### config.mk
export PLATFORM = sky130hd
export DESIGN_NAME = core_pipe_ctrl
export DESIGN_NICKNAME = d
export VERILOG_FILES = /design/src/rtl/core_pipe_pkg.sv /design/src/rtl/core_sat_cnt.sv /design/src/rtl/core_pipe_ctrl.sv
export SDC_FILE = /design/constraint.sdc
export NUM_CORES = 1
export LEC_CHECK = 0
export ABC_AREA = 1
export CORE_UTILIZATION = 30
export CTS_CLUSTER_SIZE = 28
export DETAILED_ROUTE_END_ITERATION = 8
export MAX_ROUTING_LAYER = met4
export PLACE_DENSITY = 0.59
export SYNTH_ARGS = -nofsm -noshare
export SYNTH_HDL_FRONTEND = slang
export SYNTH_SLANG_ARGS = --single-unit
### constraint.sdc
create_clock -name clk -period 1.55 [get_ports clk]
set_input_delay 0.31 -clock clk [delete_from_list [all_inputs] [get_ports clk]]
set_output_delay 0.31 -clock clk [all_outputs]
set_load 0.05 [all_outputs]
### src/rtl/core_pipe_pkg.sv
// core_pipe_pkg
// Shared constants for the 5-stage core pipeline controller.
//   - FSM state encodings (RUN, MD_WAIT)
//   - PC source select encodings (predictor vs. EX recovery target)
//   - default width of the statistics counters
package core_pipe_pkg;

    localparam logic RUN          = 1'b0;
    localparam logic MD_WAIT      = 1'b1;

    localparam logic PC_SEL_PRED  = 1'b0;
    localparam logic PC_SEL_RECOV = 1'b1;

    localparam int   CNT_W_DEF    = 16;

endpackage

### src/rtl/core_sat_cnt.sv
// core_sat_cnt
// W-bit up-counter that increments when en=1 and sticks at all-ones.
// Ports:
//   clk  in   core clock
//   rst  in   asynchronous active-low reset (clears the count)
//   en   in   increment request for this cycle
//   cnt  out  current count
module core_sat_cnt #(
    parameter int W = 16
) (
    input  logic         clk,
    input  logic         rst,
    input  logic         en,
    output logic [W-1:0] cnt
);

    always_ff @(posedge clk or negedge rst) begin
        if (!rst) begin
            cnt <= '0;
        end else if (en && (cnt != {W{1'b1}})) begin
            cnt <= cnt + {{(W-1){1'b0}}, 1'b1};
        end
    end

endmodule

### src/rtl/core_pipe_ctrl.sv
// core_pipe_ctrl
// Sequencing controller for the 5-stage core. Produces the write enables
// and flush strobes for the PC and the four inter-stage registers, plus
// the PC source select, resolving hazards in a fixed priority:
// dcache stall > mispredict > mul/div occupancy > load-use > icache miss.
// Ports:
//   clk, rst (async, active-low)
//   icache_miss, dcache_miss         cache status for this cycle
//   id_rs, id_rt                     sources of the instruction in IF/ID
//   ex_mem_read, ex_rt               load in EX and its destination
//   ex_mispred                       branch in EX mispredicted
//   md_start                         mul/div entered EX this cycle
//   pc_we, pc_sel                    PC update enable / source select
//   *_we, *_flush                    inter-stage register controls
//   md_busy                          FSM is in MD_WAIT
//   stall_cycles, flush_events       saturating statistics
//
// Handshake: there is no valid/ready pair here; every strobe is a
// same-cycle combinational function of inputs and registered state, and
// the pipeline registers consume it on the next rising edge. A flush
// overrides the write enable of the same register.
module core_pipe_ctrl
    import core_pipe_pkg::*;
#(
    parameter int MD_CYCLES = 4,
    parameter int CNT_W     = CNT_W_DEF
) (
    input  logic             clk,
    input  logic             rst,
    input  logic             icache_miss,
    input  logic             dcache_miss,
    input  logic [4:0]       id_rs,
    input  logic [4:0]       id_rt,
    input  logic             ex_mem_read,
    input  logic [4:0]       ex_rt,
    input  logic             ex_mispred,
    input  logic             md_start,
    output logic             pc_we,
    output logic             pc_sel,
    output logic             if_id_we,
    output logic             id_ex_we,
    output logic             ex_mem_we,
    output logic             mem_wb_we,
    output logic             if_flush,
    output logic             id_ex_flush,
    output logic             ex_mem_flush,
    output logic             md_busy,
    output logic [CNT_W-1:0] stall_cycles,
    output logic [CNT_W-1:0] flush_events
);

    logic       state, state_nxt;
    logic [7:0] md_cnt, md_cnt_nxt;
    logic       load_use;
    logic       mispred_evt;

    assign load_use = ex_mem_read && (ex_rt != 5'd0) &&
                      ((ex_rt == id_rs) || (ex_rt == id_rt));

    always_ff @(posedge clk or negedge rst) begin
        if (!rst) begin
            state  <= RUN;
            md_cnt <= 8'd0;
        end else begin
            state  <= state_nxt;
            md_cnt <= md_cnt_nxt;
        end
    end

    always_comb begin
        state_nxt    = state;
        md_cnt_nxt   = md_cnt;
        pc_we        = 1'b1;
        pc_sel       = PC_SEL_PRED;
        if_id_we     = 1'b1;
        id_ex_we     = 1'b1;
        ex_mem_we    = 1'b1;
        mem_wb_we    = 1'b1;
        if_flush     = 1'b0;
        id_ex_flush  = 1'b0;
        ex_mem_flush = 1'b0;
        mispred_evt  = 1'b0;

        if (dcache_miss) begin
            // Full freeze: FSM and md_cnt hold, a pending mispredict
            // waits in EX until the freeze lifts.
            pc_we     = 1'b0;
            if_id_we  = 1'b0;
            id_ex_we  = 1'b0;
            ex_mem_we = 1'b0;
            mem_wb_we = 1'b0;
        end else if ((state == RUN) && ex_mispred) begin
            // A mul/div start in the same cycle is on the wrong path.
            pc_sel      = PC_SEL_RECOV;
            if_flush    = 1'b1;
            id_ex_flush = 1'b1;
            mispred_evt = 1'b1;
        end else if (((state == MD_WAIT) && (md_cnt != 8'd0)) ||
                     ((state == RUN) && md_start)) begin
            pc_we        = 1'b0;
            if_id_we     = 1'b0;
            id_ex_we     = 1'b0;
            ex_mem_flush = 1'b1;
            if (state == RUN) begin
                // The start cycle and the release cycle account for two
                // of the MD_CYCLES occupancy cycles.
                md_cnt_nxt = 8'(MD_CYCLES - 2);
                state_nxt  = MD_WAIT;
            end else begin
                md_cnt_nxt = md_cnt - 8'd1;
            end
        end else begin
            // Release cycle of a mul/div behaves like a RUN cycle.
            state_nxt = RUN;
            if (load_use) begin
                pc_we       = 1'b0;
                if_id_we    = 1'b0;
                id_ex_flush = 1'b1;
            end else if (icache_miss) begin
                pc_we    = 1'b0;
                if_flush = 1'b1;
            end
        end

        // While reset is held every strobe is inactive.
        if (!rst) begin
            pc_we        = 1'b0;
            pc_sel       = PC_SEL_PRED;
            if_id_we     = 1'b0;
            id_ex_we     = 1'b0;
            ex_mem_we    = 1'b0;
            mem_wb_we    = 1'b0;
            if_flush     = 1'b0;
            id_ex_flush  = 1'b0;
            ex_mem_flush = 1'b0;
            mispred_evt  = 1'b0;
        end
    end

    assign md_busy = (state == MD_WAIT);

    core_sat_cnt #(.W(CNT_W)) u_stall_cnt (
        .clk (clk),
        .rst (rst),
        .en  (!pc_we),
        .cnt (stall_cycles)
    );

    core_sat_cnt #(.W(CNT_W)) u_flush_cnt (
        .clk (clk),
        .rst (rst),
        .en  (mispred_evt),
        .cnt (flush_events)
    );

endmodule

==> qor.txt, run 1 <==
status: finished, violations left
failing checks: negative setup slack
critical path peak fanout: 3
fraction of layout cells with a size suffix above 1: 45.28%
total length of routed wires: 7935 um
synthesized netlist cell count: 359
post-synthesis register bit count: 41
RR Startpoint: md_cnt[1]
I/O pin total: 64
Initial Util: 30.77%
Min-Delay Path Class: input pin to async pin
Area Overhead vs Synth: 90.77%
vias in the first global route: 2809
Post-Layout Cell Count: 627
CTS sink count: 41
minimum clock period: 1.967 ns
Placed Area: 4572 sq um
crit path from: md_cnt[1]
most frequent cells in the layout: 84 x nand2_1, 80 x buf_4, 42 x inv_1, 42 x buf_12, 32 x nand3_1
yosys synthesis warning count: 0
via density per instance: 4.632
GRT Total Usage: 17.97%
metal2 WL: 4110 um
Final period util: 126.9%
Worst setup SP type: flop
Yosys top cell by area: dfrtp_1
antenna violations before repair: 0
# port buffers: 63
Max Clock Freq: 508.3 MHz
Slew Viols, Final: 0
fin worst setup slack: -0.4174 ns
simple-gate portion of the synthesized area: 36.27%
# DRC: 0
Peak VDD IR: 1.403 mV
largest net degree at the start of global routing: 42
CTS tree: yes
Nets: 544
Max-cap violations: 0
cell row count: 34
via count: 2904
Die W: 96.34 um
P_leak: 2.428 nW
Hold Fails Final Rpt: 0
synth top area cells: dfrtp_1 38%, nand2_1 13%, nand3_1 7.7%
Worst-Skew Late Latency: 0.29 ns
Mapped Avg Cell Area: 7.437 sq um
M1 WL: 3366 um
Setup Viol. Count Final: 28
type of destination of the critical path: output pin
Design Area, Final: 5094 sq um
CP max stage delay: 0.39 ns
DRT antenna net count: 0
crit path cell chain: inv_2 > ha_4 > nand3_4 > nor2_4 > nor3_4 > nor2_4 > nand3_4 > clkinvlp_4 > buf_12
Worst-path clk slew: 0.08 ns
met3 routed WL: 256 um
area share of xor/xnor cells in the synthesized design: 10.17%
core area: 8678 sq um
Crit Path Class: flop to output pin
most common cell after layout, fill and taps aside: nand2_1
RSZ-0062 raised after global routing: true
mapped cell area: 2670 sq um
CP Data Required Time: 1.24 ns
complex-gate fraction of the synthesized area: 4.264%
first-pass GRT wire length: 12650 um
Pwr Total: 0.007321 W
Yosys top cell area share: 38.43%
Final GP Congestion: 0.9271
Initial DRT Pass Iterations: 4
# fillers: 734
post-layout util: 58.69%
Arr. time, crit path: 1.66 ns
slew at the pin closest to its max-slew limit: 0.5438 ns
Net Count, Synth: 385
die height: 96.34 um
maximum buffer depth of the clock tree: 2
sequential share of the synthesized area: 38.43%
htree depth: 2
Synth Area in Adders: 1.874%
DRT iter0 DRCs: 109
Slew headroom: 63.74%
drt wl/cell: 12.66 um
# placed instances: 604
Synth cell types: 31
Root Driver: clkbuf_8
largest family of logic cells by synthesized area: simple AND/OR/NAND/NOR gates
n_diodes: 0
Die ar.: 9281 sq um
proportion of synthesized area in mux cells: 0%
DPL Wire Length: 5769 um
slowest cell on the critical path: dfrtp_1
power density cells: 1437 nW/um^2
clk_skew: 0.01038 ns
total gr overflow: 0
total CTS buffers: 5
DR top layer: met4
routing by layer:
| metal | vias up | global-route usage, % |
|---|---|---|
| li1 | 1474 | - |
| met1 | 1348 | 21.29 |
| met2 | 64 | 30.97 |
| met3 | 18 | 3.160 |
| met4 | 0 | 5.637 |
| met5 | - | - |
critical path: cells and delay by family (launching register included):
| kind | cells | cell delay, ns |
|---|---|---|
| DFF | 1 | 0.39 |
| and+or+nand+nor | 5 | 0.50 |
| adders and majority gates | 1 | 0.15 |
| buffers and inverters | 3 | 0.31 |
registers in the layout, summed over array words and instances, names as in the netlist:
name,count
md_busy,1
md_cnt,8
u_flush_cnt.cnt,16
u_stall_cnt.cnt,16
stage by stage:
| stage | hold WS [ns] | setup slack, ns | setup TNS [ns] |
|---|---|---|---|
| 2_1_floorplan | 0.01441 | -0.5305 | -8.116 |
| 5_1_grt | 0.2594 | -0.4903 | -9.479 |
| 4_1_cts | 0.2383 | -0.4350 | -5.363 |
| 3_3_place_gp | 0.5553 | -0.6099 | -14.38 |
| 6_report | 0.2152 | -0.4174 | -6.691 |
| 3_5_place_dp | 0.5582 | -0.6737 | -16.22 |
final timing paths:
| check | to | slack [ns] | cells past startpoint |
|---|---|---|---|
| setup / recovery | pc_we | -0.42 | 9 |
| hold / removal | u_stall_cnt.cnt[2] | 0.22 | 2 |
| setup reg to reg | u_stall_cnt.cnt[2] | -0.33 | 13 |
| hold reg to reg | u_flush_cnt.cnt[11] | 0.60 | 2 |
| max in group asynchronous | md_busy | 0.92 | 2 |
| min in group clk | u_flush_cnt.cnt[11] | 0.60 | 2 |
report_power, final:
| group | total (W) | internal (W) | switching, W |
|---|---|---|---|
| sequential | 0.00166 | 0.00141 | 0.000251 |
| clock | 0.000703 | 0.000311 | 0.000391 |
| combinational | 0.00496 | 0.00230 | 0.00266 |
| total | 0.00732 | 0.00402 | 0.00330 |
layout make-up:
class                   count  area [sq um]  area share (%)
clock inverters             3         17.52          0.3439
inverters                  53         244.0           4.790
clock buffers               5         68.82           1.351
multi-input cells         260          1782           34.98
flip-flops and latches     41          1046           20.54
well taps                 108         135.1           2.653
repair buffers            157          1800           35.35
synth_stat cells (all sizes together):
cell and instances:
nand3 43, nor3 15, nor2 32, a22oi 1, ha 4, nor4 2
a31oi 1, xor2 22, nand4 11, dfrtp 41, a21oi 2, xnor2 9
o21ai 12, nand2 100, nor3b 1, inv 53, o31ai 4, buf 6
logic make-up after synthesis:
kind of cell / Yosys count
and+or+nand+nor: 204
buffers and inverters: 59
DFF: 41
xor gates and xnor gates: 31
AOI/OAI and AO/OA: 20
adders and majority gates: 4
what timing repair did:
action | in CTS | in global routing
resized for setup | 43 | 59
endpoints found under the setup margin | 36 | 40
buffers inserted | 7 | 6
hold buffers | 0 | 0
cloned | 1 | 1
pin swaps | 19 | 17
Note: power is estimated with default switching activity, not from simulation.
==> run 2, diff against run 1 <==
--- a/config.mk
+++ b/config.mk
@@ -6,6 +6,7 @@
 export NUM_CORES = 1
 export LEC_CHECK = 0
 export ABC_AREA = 1
+export ABC_CLOCK_PERIOD_IN_PS = 1550
 export CORE_UTILIZATION = 30
 export CTS_CLUSTER_SIZE = 28
 export DETAILED_ROUTE_END_ITERATION = 8
==> results of run 2 <==
The final DEF is identical to that of run 1; final timing and power are the same.
